**config.mk**
```make
export PLATFORM = sky130hd
export DESIGN_NAME = wshb_arbiter
export DESIGN_NICKNAME = d
export VERILOG_FILES = /design/src/rtl/wshb_arbiter.sv
export SDC_FILE = /design/constraint.sdc
export NUM_CORES = 1
export LEC_CHECK = 0
export ABC_CLOCK_PERIOD_IN_PS = 2000
export BUFFER_PORTS_ARGS = -buffer_cell sky130_fd_sc_hd__buf_2
export CAP_MARGIN = 20
export CORE_AREA = 2 2 112 114
export CTS_CLUSTER_SIZE = 30
export DETAILED_ROUTE_END_ITERATION = 7
export DIE_AREA = 0 0 114 116
export PLACE_DENSITY_LB_ADDON = 0.2
export SYNTH_ARGS = -nofsm -noshare
export SYNTH_HDL_FRONTEND = slang
export SYNTH_SLANG_ARGS = --single-unit
```
**constraint.sdc**
```tcl
create_clock -name clk -period 2 [get_ports clk]
set_input_delay 0.2 -clock clk [delete_from_list [all_inputs] [get_ports clk]]
set_output_delay 0.2 -clock clk [all_outputs]
set_load 0.01 [all_outputs]
```
**src/rtl/wshb_arbiter.sv**
```systemverilog
// Round-robin Wishbone B4 classic arbiter: two masters share one SDRAM slave
// port. M0 is the display refill reader, M1 the frame writer. Each tenure is
// bounded by a beat quota so that neither master can starve the other.
//
// Handshake: the slave-side signals follow the granted master combinationally.
// A beat completes on a cycle where the owner holds cyc&stb and the slave
// returns s_ack. Only the owner ever sees ack. A master that loses the grant
// mid-cycle simply sees no ack until it is granted again, which is ordinary
// classic-cycle waiting.
module wshb_arbiter #(
    parameter int AW        = 32,
    parameter int DW        = 32,
    parameter int MAX_BEATS = 64,
    localparam int BW       = (MAX_BEATS == 0) ? 1 : $clog2(MAX_BEATS + 1)
) (
    input  logic            clk,
    input  logic            rst_n,
    input  logic            m0_cyc,
    input  logic            m0_stb,
    input  logic            m0_we,
    input  logic [AW-1:0]   m0_adr,
    input  logic [DW-1:0]   m0_dat,
    input  logic [DW/8-1:0] m0_sel,
    output logic            m0_ack,
    input  logic            m1_cyc,
    input  logic            m1_stb,
    input  logic            m1_we,
    input  logic [AW-1:0]   m1_adr,
    input  logic [DW-1:0]   m1_dat,
    input  logic [DW/8-1:0] m1_sel,
    output logic            m1_ack,
    output logic [DW-1:0]   m_dat_sm,
    output logic            s_cyc,
    output logic            s_stb,
    output logic            s_we,
    output logic [AW-1:0]   s_adr,
    output logic [DW-1:0]   s_dat,
    output logic [DW/8-1:0] s_sel,
    input  logic            s_ack,
    input  logic [DW-1:0]   s_dat_sm,
    output logic [1:0]      grant,
    output logic [1:0]      dbg_state,
    output logic [BW-1:0]   dbg_beats
);

    // State encoding doubles as the one-hot grant vector {M1,M0}.
    typedef enum logic [1:0] {
        ST_IDLE = 2'b00,
        ST_G0   = 2'b01,
        ST_G1   = 2'b10
    } state_t;

    // Beat index at which the quota is reached (unused when MAX_BEATS is 0).
    localparam logic [BW-1:0] QUOTA_LAST = (MAX_BEATS == 0) ? '0 : BW'(MAX_BEATS - 1);
    localparam bit            QUOTA_ON   = (MAX_BEATS != 0);

    state_t        r_state;
    state_t        w_next;
    logic          r_last;      // 0: M0 owned last, 1: M1 owned last
    logic [BW-1:0] r_beats;
    logic          w_quota_hit;

    // Last beat of the quota is being acked in this cycle.
    assign w_quota_hit = QUOTA_ON && s_ack && (r_beats == QUOTA_LAST);

    // State register; reset aborts any tenure immediately.
    always_ff @(posedge clk) begin
        if (!rst_n) begin
            r_state <= ST_IDLE;
        end else begin
            r_state <= w_next;
        end
    end

    // Round-robin history and per-tenure beat counter (saturating).
    always_ff @(posedge clk) begin
        if (!rst_n) begin
            r_last  <= 1'b1;
            r_beats <= '0;
        end else if (r_state == ST_IDLE) begin
            r_beats <= '0;
            if (w_next == ST_G0) begin
                r_last <= 1'b0;
            end else if (w_next == ST_G1) begin
                r_last <= 1'b1;
            end
        end else if (QUOTA_ON && s_ack && (r_beats != QUOTA_LAST)) begin
            r_beats <= r_beats + BW'(1);
        end
    end

    // Next-state: every change of owner passes through IDLE for one cycle.
    always_comb begin
        w_next = r_state;
        case (r_state)
            ST_IDLE: begin
                if (m0_cyc && m1_cyc) begin
                    w_next = r_last ? ST_G0 : ST_G1;
                end else if (m0_cyc) begin
                    w_next = ST_G0;
                end else if (m1_cyc) begin
                    w_next = ST_G1;
                end else begin
                    w_next = ST_IDLE;
                end
            end
            ST_G0: begin
                if (!m0_cyc || (w_quota_hit && m1_cyc)) begin
                    w_next = ST_IDLE;
                end
            end
            ST_G1: begin
                if (!m1_cyc || (w_quota_hit && m0_cyc)) begin
                    w_next = ST_IDLE;
                end
            end
            default: w_next = ST_IDLE;
        endcase
    end

    // Output mux: slave side follows the owner, ack goes to the owner only.
    always_comb begin
        s_cyc  = 1'b0;
        s_stb  = 1'b0;
        s_we   = 1'b0;
        s_adr  = '0;
        s_dat  = '0;
        s_sel  = '0;
        m0_ack = 1'b0;
        m1_ack = 1'b0;
        case (r_state)
            ST_G0: begin
                s_cyc  = m0_cyc;
                s_stb  = m0_stb;
                s_we   = m0_we;
                s_adr  = m0_adr;
                s_dat  = m0_dat;
                s_sel  = m0_sel;
                m0_ack = s_ack;
            end
            ST_G1: begin
                s_cyc  = m1_cyc;
                s_stb  = m1_stb;
                s_we   = m1_we;
                s_adr  = m1_adr;
                s_dat  = m1_dat;
                s_sel  = m1_sel;
                m1_ack = s_ack;
            end
            default: begin
                s_cyc  = 1'b0;
                s_stb  = 1'b0;
            end
        endcase
    end

    assign m_dat_sm  = s_dat_sm;
    assign grant     = r_state;
    assign dbg_state = r_state;
    assign dbg_beats = r_beats;

endmodule
```
======== After elaboration in Yosys (flattened, before gate mapping) ========
Index checks and enable logic that the tools add are counted.
storage, ports and cells
  register bits after elaboration ......... 10
  input bits .............................. 177
  output and inout port bits .............. 116
  word-level logic and storage cells ...... 41
cells by class
  reductions and logical operators ........ 13
  bitwise logic cells ..................... 1
  equal/unequal tests ..................... 6
  add/subtract/negate cells ............... 1
  mux-type cells .......................... 17
operators by type and width
  cell                                            count
  case mux 32 bit (2 select lines)                2
  two-way mux 2 bit                               6
  case mux 4 bit (2 select lines)                 1
  adder 7 x 1 -> 7 bit (second input constant)    1
  == test 7 x 6 -> 1 bit (second input constant)  1
  != test 7 x 6 -> 1 bit (second input constant)  1
  case mux 1 bit (2 select lines)                 3
  case mux 2 bit (3 select lines)                 1
  logical AND 1 bit                               5
  == test 2 x 1 -> 1 bit (second input constant)  2
  == test 2 bit (second input constant)           2
  two-way mux 1 bit                               4
  logical NOT 1 bit                               2
  logical NOT 2 bit                               1
  logical OR 1 bit                                2
  AND reduction 2 bit                             1
  nonzero test 2 bit                              1
  OR reduction 2 bit                              1
  inverter 1 bit                                  1

======== Logic depth before layout (Yosys ltp) ========
Gate-level depths: netlist of run 1.
  depth after elaboration ................. 9
  mapped depth ............................ 10

======== Worst setup path after synthesis of run 1 ========
OpenSTA, ideal clock, no wires.
  path type ............................... flip-flop to flip-flop
  start point ............................. register r_state[1] (netlist: dbg_state[1])
  end point ............................... register r_last
  buffers on the path ..................... 1
  path slack .............................. 0.027 ns
  library setup time ...................... 0.126 ns
  clock period less this slack ............ 1.973 ns
  arrival time ............................ 1.847 ns
  stages on the path, launching flop included .. 11
  path through ............................ dfxtp_1 > inv_1 > ha_1 > clkbuf_8 > a22o_2 > o311ai_2 > a21oi_1 > ha_1 > nand2b_1 > nand2_1 > o211ai_1
on the way
  cells in the longest elaborated chain, start to end .. 5
  elaborated cells on any way between the ends .. 11
  those cells by class .................... 4 x eq/ne; 4 x mux; 3 x reduce/logical
RTL lines
  element                                                  line    source
  from (decl)                                              57      state_t r_state;
  from (signal assigned)                                   71      r_state <= w_next;
  == test 2 bit (tied with other cells)                    95      case (r_state)
  case mux 2 bit (3 select lines) *                        95
  via w_next[0]                                            58      state_t w_next;
  == test 2 x 1 -> 1 bit or == test 2 bit (tied branches)  82, 84
  nonzero test 2 bit (no source line)                      --
  AND reduction 2 bit (no source line)                     --
  to (signal assigned)                                     78      r_last <= 1'b1;
  to (signal assigned)                                     83      r_last <= 1'b0;
  to (signal assigned)                                     85      r_last <= 1'b1;
  to (decl)                                                59      logic r_last;
Mark *: on every way through the listed nets, which the timed path passes. The rest lies on a longest branch.
A chain may end at the register's enable or synchronous reset.

======== Worst setup path after layout of run 1 ========
  start point ............................. register r_state[0] (netlist: dbg_state[0])
  end point ............................... output s_sel[3]
on the way
  cells in the longest elaborated chain, start to end .. 2
  elaborated cells on any way between the ends .. 3
  those cells by class .................... 2 x eq/ne; 1 x mux
RTL lines
  element                                                  line  source
  == test 2 bit or == test 2 x 1 -> 1 bit (tied branches)  131   case (r_state)
  case mux 4 bit (2 select lines) *                        131
  to (decl)                                                38    output logic [DW/8-1:0] s_sel,
Every way passes the cells marked *; elsewhere a longest branch is shown, timed or not.

==> flow_summary.ini, run 1 <==
[synthesis]
synthCells = 264
syn_avg_cell_area_um2 = 7.43
synth_top_flop_cell = dfxtp_1
ys_seq_elements = 10
synth.distinct_cells = 29
seq_area_frac_synth = 0.102
synth_edf_count = 0
ys_warn_count = 0
netlist_area_mm2 = 0.00196
synth_fp_nets = 447
synthArstFlopShare = 0

[run]
cap_violations = 0

[setup_path]
slowest_stage = dfxtp_1
critPathCaptureType = output pin
crit_arrival_ns = 1.63
startpoint_type = register
worstPathMaxFanout = 71
crit_path_end = s_sel[3]
crit_buf_inv = 3
rr_startpoint = dbg_beats[1]
cpPeakStageDelay_ns = 0.32
worstSetupPathDepth = 6
r2r_slack_ns = 0.18
rr_endpoint = r_last
crit_start = dbg_state[0]
r2r_cells = 8
worst-setup-path-type = reg2out
path_delay_family = buffers and inverters
crit_required_ns = 1.80
worstPathCellList = inv_1 -> ha_2 -> buf_12 -> a22oi_1 -> nor2b_1 -> buf_2

[grt]
grt_max_degree = 72
grt_use_total = 0.105
antenna_found_initial = 1
grt_overflow = 0
grt_pass1_wl_um = 11300
grt_pass1_vias = 2308

[timing]
skew_ns = 0.00439
whs_ns = 0.186
drv_slew = 0
worst_pin_slew_ns = 0.319
setup_viol = 0
fmax_mhz = 547
fin_crit_sh = 0.915
fin_tns_setup_ns = 0
period_needed_ns = 1.83
rsz0062_at_grt = no
maxSlewHeadroom = 0.787
hold_violations = 0

[floorplanning]
placement_rows = 40
die-width_um = 114
core_mm2 = 0.0119
ios = 293
die_h_um = 116
die_area_mm2 = 0.0132
start_util = 0.165

[min_path]
hp-class = in2reg

[route]
drt_iter0_markers = 104
totalWireLength_um = 8180
dr.pass1.iters = 4
ant_nets = 0
drt-wirelength-per-cell_um = 13.8
avgViaCountPerCell = 4.42
drc = 0
vias = 2614

[clocking]
root_buffer = clkbuf_16
clk-insertion-delay-late_ns = 0.23
cts_buffers = 3
cts_tree = built
cts_max_path_buffers = 2
numClockSinks = 10
h-tree-depth = 1
clk_pin_slew_worst_paths_ns = 0.04

[final_layout]
final_nets = 629
layout_common_cells = buf_2, nor2b_1, a22oi_1
layout-drive-gt1-share = 0.563
fin_util = 0.258
syn_to_final_growth_pct = 57.0
final_common_cell = buf_2

[power_and_ir_drop]
ir_drop_mv = 0.250
power_leakage_nw = 1.50
p_per_area_mw_per_mm2 = 425

[status]
status = finished clean

[placed_design]
hpwlAfterDp_um = 6390
routabilityCongestion = 0.785
port_buffers = 228
-- Yosys cell counts, types with 3 or more instances --
cell type / instances / area, µm²
nor2b_1: 71 / 444
a22oi_1: 70 / 526
buf_4: 34 / 255
buf_2: 15 / 75.1
dfxtp_1: 10 / 200
nand2_1: 9 / 33.8
clkbuf_1: 7 / 26.3
ha_1: 6 / 75.1
a31oi_1: 4 / 25.0
and2_1: 4 / 25.0
nand2b_1: 4 / 25.0
a21oi_1: 3 / 15.0
inv_1: 3 / 11.3
mux2i_1: 3 / 30.0
-- area by class of cell --
cell class / count / area, µm²
antenna: 1 / 2.50
clock buffer: 3 / 75.1
fill: 1327 / 8830
inverter: 3 / 11.3
multi-input combinational: 193 / 1370
sequential: 10 / 201
tap: 147 / 184
timing repair buffer: 235 / 1230
-- cell families after synthesis --
kind of cell | after synthesis | share of synthesized area
buffers and inverters | 61 | 0.202
AOI/OAI and AO/OA | 88 | 0.343
muxes | 3 | 0.0153
DFF | 10 | 0.102
adders and majority gates | 6 | 0.0383
and+or+nand+nor | 96 | 0.300
-- stage by stage --
stage	area (µm²)	setup WS, ns	instances	power, mW
final	3080	0.170	592	1.31
after floorplan	1960	0.0270	264	0.719
after global routing	3080	0.0177	591	1.41
after CTS	3070	0.139	591	1.32
after global placement	3000	0.186	588	0.962
after detailed placement	3000	0.150	588	0.971
-- what timing repair did --
action,in CTS,in global routing
setup endpoints to repair,0,1
resized for setup,0,1
buffers inserted,0,0
endpoints found under the hold margin,0,0
hold buffers,0,0
-- power by group --
part	internal (mW)	switching [mW]
Sequential	0.211	0.00937
Clock	0.259	0.0883
Combinational	0.373	0.366
Total	0.843	0.463
-- sequential cells by signal, indices dropped and copies added (netlist names) --
register and count:
dbg_beats 7, dbg_state 2, r_last 1
-- routing by layer --
metal / share of wire / wire length [µm] / global-route usage
met1: 0.36 / 2920 / 0.110
met2: 0.55 / 4510 / 0.218
met3: 0.089 / 726 / 0.0214
met4: 0.0024 / 20 / 0.0114
met5: 0.0016 / 13 / 0
-- how the worst min path moves through the flow --
stage / start / depth (start not counted) / end
after floorplan: rst_n / 1 / r_last
after CTS: rst_n / 2 / r_last
after detailed placement: s_dat_sm[11] / 0 / m_dat_sm[11]
after global routing: rst_n / 2 / r_last
after global placement: s_dat_sm[11] / 0 / m_dat_sm[11]
final: rst_n / 2 / r_last
(Power assumes the default switching activity.)
==> run 2: changes to the inputs <==
Settings changed: ABC_CLOCK_PERIOD_IN_PS 2000 to 1800.
Clock period 2 ns to 1.8 ns, I/O delays scaled along.
==> run 2 against run 1 <==
Clock power rose by 15%. Die area did not move. Sequential cell count did not move. Via count rose by 0.84%. Worst hold slack got worse by 0.028 ns. Clock skew fell by 0.0015 ns. Critical endpoint is now r_last.
==> flow_summary.ini, run 2 (synthesized netlist as in run 1, its figures left out) <==
[setup_path]
crit_required_ns = 1.92
r2r_slack_ns = 0.07
startpoint_type = register
worst-setup-path-type = reg2reg
worstPathMaxFanout = 5
critPathCaptureType = register
crit_arrival_ns = 1.85

[route]
totalWireLength_um = 8670
drt_iter0_markers = 57
drc = 0
vias = 2636
ant_nets = 0
avgViaCountPerCell = 4.39
dr.pass1.iters = 4
drt-wirelength-per-cell_um = 14.4

[final_layout]
final_cells = 601
layout-drive-gt1-share = 0.595
syn_to_final_growth_pct = 67.7
multiInputGateArea_mm2 = 0.00146
diodes = 0
layout_common_cells = buf_2, nor2b_1, a22oi_1
fillers = 1329
final_nets = 638
seqCellArea_um2 = 210
largest_register_ffs = 7
final_common_cell = buf_2

[clocking]
cts_buffers = 3
numClockSinks = 10
clk-insertion-delay-late_ns = 0.24
root_buffer = clkbuf_16
cts_tree = built
clk_pin_slew_worst_paths_ns = 0.04
hold_buffers = 0
h-tree-depth = 1
cts_max_path_buffers = 2

[grt]
grt_max_degree = 72
antenna_found_initial = 0
grt_pass1_wl_um = 11300
grt_use_total = 0.104
grt_overflow = 0
grt_pass1_vias = 2268

[timing]
worst_pin_slew_ns = 0.265
fin_crit_sh = 0.964
period_needed_ns = 1.73
fmax_mhz = 577
skew_ns = 0.00290
fin_tns_setup_ns = 0
drv_slew = 0
rsz0062_at_grt = yes
hold_violations = 0
maxSlewHeadroom = 0.822
setup_viol = 0

[power_and_ir_drop]
p_per_area_mw_per_mm2 = 481
finalPower_mw = 1.58
ir_drop_mv = 0.309
power_leakage_nw = 1.59

[run]
cap_violations = 0

[floorplanning]
core_mm2 = 0.0119
placement_rows = 40
ios = 293
die_h_um = 116
start_util = 0.165
die_area_mm2 = 0.0132
die-width_um = 114

[placed_design]
dp_cells = 593
routabilityCongestion = 0.784
port_buffers = 228
hpwlAfterDp_um = 6430

[status]
status = finished clean

[min_path]
hp-class = in2reg
[run 2: cell count changes in the layout (fill, tap and decap cells not counted), moves of 3 or more]
| cell | delta |
|---|---|
| ha_4 | +3 |
| buf_4 | +5 |
| ha_2 | -3 |
| dfxtp_1 | -3 |
[run 2: cell type report]
class,count,share of cell area
clock buffer,3,0.0228
clock inverter,1,0.00114
inverter,3,0.00419
multi-input combinational,193,0.443
sequential,10,0.0639
tap,147,0.0559
timing repair buffer,244,0.409
[run 2: metal layers]
metal | share of wire | GRT usage | vias to the layer above
met5 | 0 | 0 | -
met4 | 0.0085 | 0.0228 | 0
met3 | 0.069 | 0.0194 | 8
met2 | 0.54 | 0.199 | 113
met1 | 0.38 | 0.120 | 1214
li1 | - | - | 1301
[run 2: timing repair]
item / 4_1_cts / 5_1_grt
gates resized for setup: 4 / 16
buffers inserted: 0 / 2
gates cloned: 0 / 2
endpoints found under the setup margin: 28 / 72
pin swaps: 0 / 7
[run 2: metrics by stage]
step / area (µm²) / hold slack [ns] / util / setup slack, ns
6_report: 3290 / 0.158 / 0.276 / 0.0657
5_1_grt: 3290 / 0.186 / 0.276 / -0.0395
4_1_cts: 3140 / 0.160 / 0.264 / -0.0172
3_5_place_dp: 3040 / 0.360 / 0.256 / 0.0243
3_3_place_gp: 3040 / 0.360 / 0.256 / 0.0454
2_1_floorplan: 1990 / 0.269 / - / 0.000913
[run 2: critical path, cell delays in order (launching register included)]
cell,delay [ns]
dfxtp_4,0.38
inv_4,0.06
ha_4,0.18
a22o_4,0.27
o311ai_4,0.09
a21oi_2,0.09
ha_1,0.27
nand2b_4,0.14
nand2_2,0.06
o211ai_1,0.07
[run 2: worst paths after layout]
path	from	depth (start not counted)	to
min	rst_n	2	r_last
min reg2reg	dbg_beats[6]	2	dbg_beats[6]
max	dbg_state[1]	9	r_last
max reg2reg	dbg_state[1]	9	r_last
[run 2: power by group]
part | switching (mW) | total, mW | internal [mW]
clock network | 0.107 | 0.399 | 0.292
registers | 0.0133 | 0.248 | 0.235
logic | 0.446 | 0.933 | 0.488
==> run 3: changes to the inputs <==
Settings changed: ABC_AREA from default to 1, CORE_AREA 2 2 112 114 to 2 2 113 115, DIE_AREA 0 0 114 116 to 0 0 115 117.
==> run 3 against run 2 <==
Cell count is 18% higher. First-iteration DRC count increased by 120%. Synthesized area shrank 4.1%. Non-clock buffer count up 5. Worst hold slack gained 0.021 ns. Cell area up 0.72%. Critical endpoint unchanged. Highest routed layer unchanged.
==> flow_summary.ini, run 3 <==
[status]
status = finished clean

[min_path]
worstHoldEndpoint = r_last
hp-start = rst_n
worstHoldPathCells = 2
hp-class = in2reg

[setup_path]
worstPathMaxFanout = 4
crit_required_ns = 1.91
r2r_cells = 11
critPathCaptureType = register
cp_common_cell = nand2_1
crit_arrival_ns = 1.83
worstPathCellList = inv_2 -> ha_4 -> nand2_1 -> o21ai_2 -> nand3_1 -> nand2_1 -> nand2_1 -> inv_1 -> ha_1 -> o21ai_0 -> o311ai_1
startpoint_type = register
cpPeakStageDelay_ns = 0.37
rr_startpoint = dbg_state[0]
slowest_stage = dfxtp_2
r2r_slack_ns = 0.08
worst-setup-path-type = reg2reg
rr_endpoint = r_last

[floorplanning]
core_mm2 = 0.0123
die_h_um = 117
start_util = 0.153
ios = 293
die-width_um = 115
die_area_mm2 = 0.0135
placement_rows = 41

[synthesis]
synth_top_area_cell = nand2_1
synth_compound_area_frac = 0.228
netlist_area_mm2 = 0.00188
synth_edf_count = 0
ys_warn_count = 0
synth_top_area_share = 0.321
synth.area.mux_share = 0
synthSimpleGateAreaFrac = 0.379
synthArstFlopShare = 0
syn_avg_cell_area_um2 = 5.18
seq_area_frac_synth = 0.106
ys_top_cells_by_area = nand2_1, a21oi_1, buf_4
yosys.area_share.adder = 0.0399
synth_most_common_cell = nand2_1
synth.distinct_cells = 21
ys_seq_elements = 10
synth_xor_area_frac = 0.00931
synth_common_cells = nand2_1, a21oi_1, buf_4, inv_1, buf_2
synth_fp_nets = 546
synthCells = 363
synth_top_family_by_area = simple AND/OR/NAND/NOR gates
synth_top_flop_cell = dfxtp_1

[grt]
grt_overflow = 0
antenna_found_initial = 0
grt_max_degree = 45
grt_pass1_vias = 2336
grt_use_total = 0.106
grt_pass1_wl_um = 11600

[clocking]
cts_max_path_buffers = 2
root_buffer = clkbuf_16
h-tree-depth = 1
numClockSinks = 10
clk_pin_slew_worst_paths_ns = 0.04
clk-insertion-delay-late_ns = 0.24
cts_tree = built
cts_buffers = 3

[timing]
worst_pin_slew_ns = 0.232
drv_slew = 0
skew_ns = 0.00422
hold_violations = 0
fmax_mhz = 583
period_needed_ns = 1.72
fin_crit_sh = 0.954
setup_viol = 0
maxSlewHeadroom = 0.843

[final_layout]
final_cell_area_mm2 = 0.00331
diodes = 0
layout_common_cells = buf_2, nand2_1, a21oi_1
syn_to_final_growth_pct = 76.1
layout-drive-gt1-share = 0.478
final_nets = 743
largest_register_ffs = 7
final_common_cell = buf_2

[route]
dr.pass1.iters = 4
totalWireLength_um = 9390
avgViaCountPerCell = 4.15
ant_nets = 0
drt-wirelength-per-cell_um = 13.2
vias = 2940
drt_iter0_markers = 128
drc = 0

[power_and_ir_drop]
p_per_area_mw_per_mm2 = 479
finalPower_mw = 1.59
ir_drop_mv = 0.481
power_leakage_nw = 1.72

[run]
cap_violations = 0

[placed_design]
place_area_mm2 = 0.00300
routabilityCongestion = 0.749
hpwlAfterDp_um = 6750
port_buffers = 228
run 3: power breakdown:
part	internal (mW)	switching (mW)
logic	0.410	0.488
clock network	0.334	0.107
registers	0.235	0.0114
total	0.979	0.606
run 3: metal layers:
layer  part of all wire  vias up  track usage
met5                  0        -            0
met4             0.0051        0       0.0145
met3              0.072        4       0.0185
met2               0.53      140        0.209
met1               0.39     1286        0.122
li1                   -     1510            -
run 3: cell families after synthesis:
family                   after synthesis
XOR/XNOR                               2
flip-flops                            10
buffers and inverters                 79
AND/OR/NAND/NOR                      184
AO/OA/AOI/OAI                         82
adder cells (fa/ha/maj)                6
run 3: timing repair:
action                                  CTS  global route
setup buffers                             0             2
cloned                                    1             4
endpoints found under the setup margin   52            67
pin swaps                                 0             2
hold buffers                              0             0
endpoints found under the hold margin     0             0
resized for setup                         8            12
run 3: cell type report:
cell class,count,area [µm²]
Tap cell,150,188
Clock buffer,4,88.8
Multi-Input combinational cell,274,1270
Inverter,22,85.1
Sequential cell,10,206
Fill cell,1391,9000
Timing Repair Buffer,249,1480
run 3: critical path, delay by kind of cell, from the launching register on:
| kind | cells | cell delay, ns |
|---|---|---|
| AND/OR/NAND/NOR | 4 | 0.29 |
| AO/OA/AOI/OAI | 3 | 0.35 |
| buffers and inverters | 2 | 0.11 |
| adder cells (fa/ha/maj) | 2 | 0.47 |
| flip-flops | 1 | 0.37 |
run 3: per-stage QoR:
stage / setup WS (ns) / setup TNS (ns) / hold slack (ns) / cells / util
finish: 0.0837 / 0 / 0.179 / 709 / 0.269
global route: -0.00470 / -0.00470 / 0.180 / 709 / 0.269
CTS: 0.0106 / 0 / 0.195 / 703 / 0.255
detailed placement: 0.0519 / 0 / 0.360 / 698 / 0.243
global placement: 0.0913 / 0 / 0.360 / 698 / 0.243
floorplan: 0.00446 / 0 / 0.282 / 363 / -
run 3: how the worst max path moves through the flow:
stage	from	end	slack (ns)	depth (start not counted)
4_1_cts	dbg_state[1]	s_adr[17]	0.01	7
5_1_grt	dbg_state[1]	r_last	-0.005	10
3_3_place_gp	dbg_beats[1]	r_last	0.09	11
2_1_floorplan	dbg_state[0]	r_last	0.004	12
6_report	dbg_state[0]	r_last	0.08	11
3_5_place_dp	dbg_beats[1]	r_last	0.05	11
